--- config.mk ---
export PLATFORM = sky130hd
export DESIGN_NAME = delta_spike_decoder
export DESIGN_NICKNAME = d
export VERILOG_FILES = /design/src/rtl/delta_spike_decoder_pkg.sv /design/src/rtl/spike_window_counter.sv /design/src/rtl/delta_spike_decoder.sv
export SDC_FILE = /design/constraint.sdc
export NUM_CORES = 1
export LEC_CHECK = 0
export CAP_MARGIN = 20
export CORE_ASPECT_RATIO = 0.5
export CORE_UTILIZATION = 45
export DETAILED_ROUTE_END_ITERATION = 12
export PLACE_DENSITY = 0.73
export SETUP_SLACK_MARGIN = 0.2
export SLEW_MARGIN = 20
export SYNTH_ARGS = -nofsm -noshare
export SYNTH_HDL_FRONTEND = slang
export SYNTH_SLANG_ARGS = --single-unit
--- constraint.sdc ---
create_clock -name clk -period 5.91 [get_ports clk]
set_clock_uncertainty 0.2 [all_clocks]
set_input_delay 1.182 -clock clk [delete_from_list [all_inputs] [get_ports clk]]
set_output_delay 1.182 -clock clk [all_outputs]
set_load 0.02 [all_outputs]
--- src/rtl/delta_spike_decoder_pkg.sv ---
// Shared definitions for the delta-modulation spike path: the spike bus encoding
// used by both encoder and decoder, and a saturating step helper.
package delta_spike_decoder_pkg;

    localparam logic [1:0] SPIKE_NONE = 2'b00;
    localparam logic [1:0] SPIKE_UP   = 2'b01;
    localparam logic [1:0] SPIKE_DOWN = 2'b10;
    localparam logic [1:0] SPIKE_BOTH = 2'b11;

    // Operands are widened to 32 bits so one helper serves any DATA_W up to 32;
    // the extra carry bit catches overflow before clamping to 2^width-1.
    function automatic logic [31:0] sat_step(input logic [31:0] value,
                                             input logic [31:0] step,
                                             input logic        up,
                                             input int unsigned width);
        logic [32:0] max_val;
        logic [32:0] sum;
        max_val = (33'd1 << width) - 33'd1;
        sum     = {1'b0, value} + {1'b0, step};
        if (up) begin
            sat_step = (sum > max_val) ? max_val[31:0] : sum[31:0];
        end else begin
            sat_step = (step > value) ? 32'd0 : (value - step);
        end
    endfunction

endpackage

--- src/rtl/spike_window_counter.sv ---
// Counts up/down spikes over fixed windows of enabled cycles and offers each
// window's totals to a reader via valid/ready, reporting dropped results.
module spike_window_counter
    import delta_spike_decoder_pkg::*;
#(
    parameter int WINDOW = 16,
    parameter int CNT_W  = $clog2(WINDOW + 1)
) (
    input  logic             clk,
    input  logic             reset,
    input  logic             en,
    input  logic [1:0]       spike_in,
    input  logic             win_ready,
    output logic [CNT_W-1:0] win_up,
    output logic [CNT_W-1:0] win_down,
    output logic             win_valid,
    output logic             overrun_event
);

    localparam int CYC_W = $clog2(WINDOW);

    logic [CYC_W-1:0] cycle_cnt;
    logic [CNT_W-1:0] work_up;
    logic [CNT_W-1:0] work_down;
    logic [CNT_W-1:0] final_up;
    logic [CNT_W-1:0] final_down;
    logic             done;
    logic             xfer;

    // Final counts include the completing cycle's own spike so nothing is lost at the boundary.
    always_comb begin
        done          = en && (cycle_cnt == CYC_W'(WINDOW - 1));
        xfer          = win_valid && win_ready;
        final_up      = work_up   + CNT_W'(en && (spike_in == SPIKE_UP));
        final_down    = work_down + CNT_W'(en && (spike_in == SPIKE_DOWN));
        overrun_event = done && win_valid && !win_ready;
    end

    always_ff @(posedge clk) begin
        if (reset) begin
            cycle_cnt <= '0;
            work_up   <= '0;
            work_down <= '0;
        end else if (en) begin
            if (done) begin
                cycle_cnt <= '0;
                work_up   <= '0;
                work_down <= '0;
            end else begin
                cycle_cnt <= cycle_cnt + CYC_W'(1);
                work_up   <= final_up;
                work_down <= final_down;
            end
        end
    end

    // A pending result is never overwritten; a completion only lands if the slot is free or freeing now.
    always_ff @(posedge clk) begin
        if (reset) begin
            win_valid <= 1'b0;
            win_up    <= '0;
            win_down  <= '0;
        end else if (done && (!win_valid || xfer)) begin
            win_valid <= 1'b1;
            win_up    <= final_up;
            win_down  <= final_down;
        end else if (xfer) begin
            win_valid <= 1'b0;
        end
    end

endmodule

--- src/rtl/delta_spike_decoder.sv ---
// Rebuilds a saturating staircase from encoder spikes and tracks sticky error
// flags; per-window spike statistics come from spike_window_counter.
module delta_spike_decoder
    import delta_spike_decoder_pkg::*;
#(
    parameter int DATA_W = 4,
    parameter int WINDOW = 16,
    parameter int CNT_W  = $clog2(WINDOW + 1)
) (
    input  logic              clk,
    input  logic              reset,
    input  logic              en,
    input  logic [1:0]        spike_in,
    input  logic [DATA_W-1:0] step,
    input  logic              init_load,
    input  logic [DATA_W-1:0] init_value,
    input  logic              clear_flags,
    output logic [DATA_W-1:0] recon_out,
    output logic [CNT_W-1:0]  win_up,
    output logic [CNT_W-1:0]  win_down,
    output logic              win_valid,
    input  logic              win_ready,
    output logic              conflict,
    output logic              overrun
);

    logic [DATA_W-1:0] recon_next;
    logic              conflict_set;
    logic              overrun_event;

    spike_window_counter #(
        .WINDOW(WINDOW),
        .CNT_W (CNT_W)
    ) u_window (
        .clk          (clk),
        .reset        (reset),
        .en           (en),
        .spike_in     (spike_in),
        .win_ready    (win_ready),
        .win_up       (win_up),
        .win_down     (win_down),
        .win_valid    (win_valid),
        .overrun_event(overrun_event)
    );

    // Preload beats any spike; a contradictory 11 spike leaves the sample where it was.
    always_comb begin
        recon_next = recon_out;
        if (init_load) begin
            recon_next = init_value;
        end else if (spike_in == SPIKE_UP) begin
            recon_next = DATA_W'(sat_step(32'(recon_out), 32'(step), 1'b1, DATA_W));
        end else if (spike_in == SPIKE_DOWN) begin
            recon_next = DATA_W'(sat_step(32'(recon_out), 32'(step), 1'b0, DATA_W));
        end
        conflict_set = en && (spike_in == SPIKE_BOTH);
    end

    always_ff @(posedge clk) begin
        if (reset) begin
            recon_out <= '0;
        end else if (en) begin
            recon_out <= recon_next;
        end
    end

    // Setting outranks clearing so an event coinciding with clear_flags is not lost.
    always_ff @(posedge clk) begin
        if (reset) begin
            conflict <= 1'b0;
            overrun  <= 1'b0;
        end else begin
            if (conflict_set) begin
                conflict <= 1'b1;
            end else if (clear_flags) begin
                conflict <= 1'b0;
            end
            if (overrun_event) begin
                overrun <= 1'b1;
            end else if (clear_flags) begin
                overrun <= 1'b0;
            end
        end
    end

endmodule

==> summary.txt <==
Logic synthesis
  • Largest cells by area after synthesis: dfxtp_1 (35%), ha_1 (9.2%), nor2_1 (7.0%), a21oi_1 (4.8%), xor2_1 (3.5%)
  • Mean Syn Cell Area: 8.988 µm²
  • Main synth FF type: dfxtp_1
  • Synth Cell Area: 1762 µm²
  • Synth area leader: dfxtp_1
  • Mapped Nets: 227
  • Sequential share of the synthesized area: 35.23%
  • Cell variety after synth: 42
  • Ys Warns: 0
  • Post-Syn Instances: 196
  • Share of the synthesized area in the top cell type: 35.23%
  • Asr flop ratio synth: 0%
  • #FFs+latches synth: 31
  • Post-synth EDFFs: 0

CTS
  • Reg clk slew, reported paths: 70 ps
  • CTS tree: built
  • CTS max path bufs: 2
  • Resized Gates After CTS: 0
  • Clock sinks: 31
  • Clock Latency Late Sink: 280 ps
  • Hold-fix buffers, CTS: 0
  • # Post-CTS Setup Buffers: 0
  • Root Buffer Master: clkbuf_8
  • H-Tree Depth: 2
  • Cts bufs inserted: 5

Timing
  • Minimum clock period: 3557 ps
  • Slew @ Worst Pin: 618.6 ps
  • Slew Limit Headroom: 58.63%
  • Max Fclk: 281.2 MHz
  • RSZ-0062 raised after global routing: false
  • Final period util: 60.18%
  • Final setup vio count: 0
  • Final setup margin: 2353 ps
  • Setup TNS: 0 ps
  • Slew Viols, Final: 0
  • Endpoints failing hold: 0

Placed design
  • Area after DPL: 2059 µm²
  • Worst slack, placed: 2000 ps
  • I/O Buffers: 32
  • DP HPWL: 2559 µm
  • Routability congestion estimate: 0.8221

Global route
  • Antenna violations before repair: 0
  • Pin count of the biggest net entering global routing: 34
  • Total track usage: 18.24%
  • Grt total ovfl: 0
  • First-pass GRT wire length: 5816 µm
  • Vias in the first global route: 1327

Die
  • Row count: 15
  • I/O pin count: 33
  • Starting Density: 49.14%
  • Die H: 46.25 µm
  • Die X: 90.49 µm
  • Standard cell core area: 3585 µm²
  • Die area: 4184 µm²

Detailed routing
  • Detailed Route Iter0 Violations: 66
  • Via count: 1418
  • DRC Markers: 0
  • Wire per inst: 12.66 µm
  • Post-DRT Antenna Nets: 0
  • WL final: 3507 µm
  • Drt first pass iters: 4
  • Vias per inst: 5.119

Pwr
  • Pwr Density: 212.5 nW/µm²
  • Pleak: 0.8290 nW
  • VDD IR max: 84.82 µV
  • Pwr Total: 0.4546 mW

Worst setup path
  • Critical path capture point type: flip-flop
  • Setup CP Type: primary input to flip-flop
  • Worst-path fanout max: 17
  • Worst setup SP type: primary input
  • Crit path arrival time: 3510 ps
  • Worst EP required: 5870 ps

Final layout
  • Commonest cells after routing, fill and taps aside: nor2_1 (33), dfxtp_1 (31), clkdlybuf4s50_1 (31), a21oi_1 (17), ha_1 (13)
  • Layout cells sized above 1: 7.080%
  • Post-Layout Inst Area: 2140 µm²
  • Most common cell after layout, fill and taps aside: nor2_1
  • Nets: 256
  • Finished Core Util: 59.69%
  • Area Growth Syn to Fin: 21.45%
  • Diodes inserted: 0

Worst hold path
  • Min-delay worst type: flip-flop to flip-flop

Outcome
  • Status: completed

Job
  • Maxcap violations: 0
## layout make-up
type,instances,area (µm²)
clock buffers,6,72.57
clock inverters,2,12.51
fillers,324,1445
inverters,12,45.04
multi-input cells,143,1010
flip-flops and latches,31,620.6
well taps,51,63.81
repair buffers,32,315.3
## worst max-delay path, cell delays in order
cell and delay (ps):
clkdlybuf4s50_1 860, inv_1 340, nor2_1 210, ha_1 190, ha_1 210, nand3_1 100, xor2_1 180, nor2_1 70
a21oi_1 110, nor2_1 50
## worst paths after layout
| kind | depth (start not counted) | slack (ps) | start | to |
|---|---|---|---|---|
| min reg2reg | 2 | 270 | u_window.work_down[0] | u_window.work_down[0] |
| max | 10 | 2350 | en | u_window.work_up[4] |
| min | 2 | 270 | u_window.work_down[0] | u_window.work_down[0] |
| max reg2reg | 7 | 3750 | recon_out[1] | recon_out[2] |
## synth_stat cells, drive strengths merged (3+ instances only)
| cell type | number |
|---|---|
| nand2 | 9 |
| xnor2 | 4 |
| mux2i | 6 |
| dfxtp | 31 |
| nand3 | 8 |
| xor2 | 7 |
| nor2 | 34 |
| ha | 13 |
| o21ai | 5 |
| buf | 4 |
| nor3b | 3 |
| clkbuf | 6 |
| a211oi | 7 |
| nor2b | 3 |
| a21oi | 17 |
| inv | 12 |
| o21bai | 3 |
## registers in the layout (all words and copies together) (netlist names)
register,flops
u_window.work_down,5
recon_out,4
u_window.work_up,5
u_window.cycle_cnt,4
u_window.win_up,5
conflict,1
u_window.win_valid,1
u_window.win_down,5
overrun,1
## report_power, final
| part | internal, mW | total, mW | switching, mW |
|---|---|---|---|
| logic | 0.0344 | 0.0737 | 0.0392 |
| clock network | 0.0822 | 0.164 | 0.0814 |
| registers | 0.213 | 0.217 | 0.00425 |
| total | 0.330 | 0.455 | 0.125 |
## routing by layer
layer,GRT usage [%],vias to the layer above,share of wire (%)
met5,0,-,0
met4,3.871,0,0.31
met3,6.436,2,4.4
met2,31.21,34,43
met1,22.77,646,52
li1,-,736,-
## cell families (layout without fill, tap and decap cells)
kind of cell | after synthesis | count (layout) | synth area share (%)
buf+inv | 22 | 52 | 7.457
fa+ha+maj | 15 | 15 | 11.51
compound gates | 44 | 44 | 17.05
flops | 31 | 31 | 35.23
xor+xnor | 11 | 11 | 5.469
simple gates | 67 | 67 | 19.89
mux | 6 | 6 | 3.409
## stage by stage
| stage | std cells | hold slack (ps) |
|---|---|---|
| after floorplan | 196 | 244.7 |
| after global placement | 269 | 253.5 |
| after detailed placement | 269 | 263.8 |
| after CTS | 277 | 274.5 |
| after global routing | 277 | 304.7 |
| final | 277 | 272.0 |
Power figures use the tool's default switching activity.
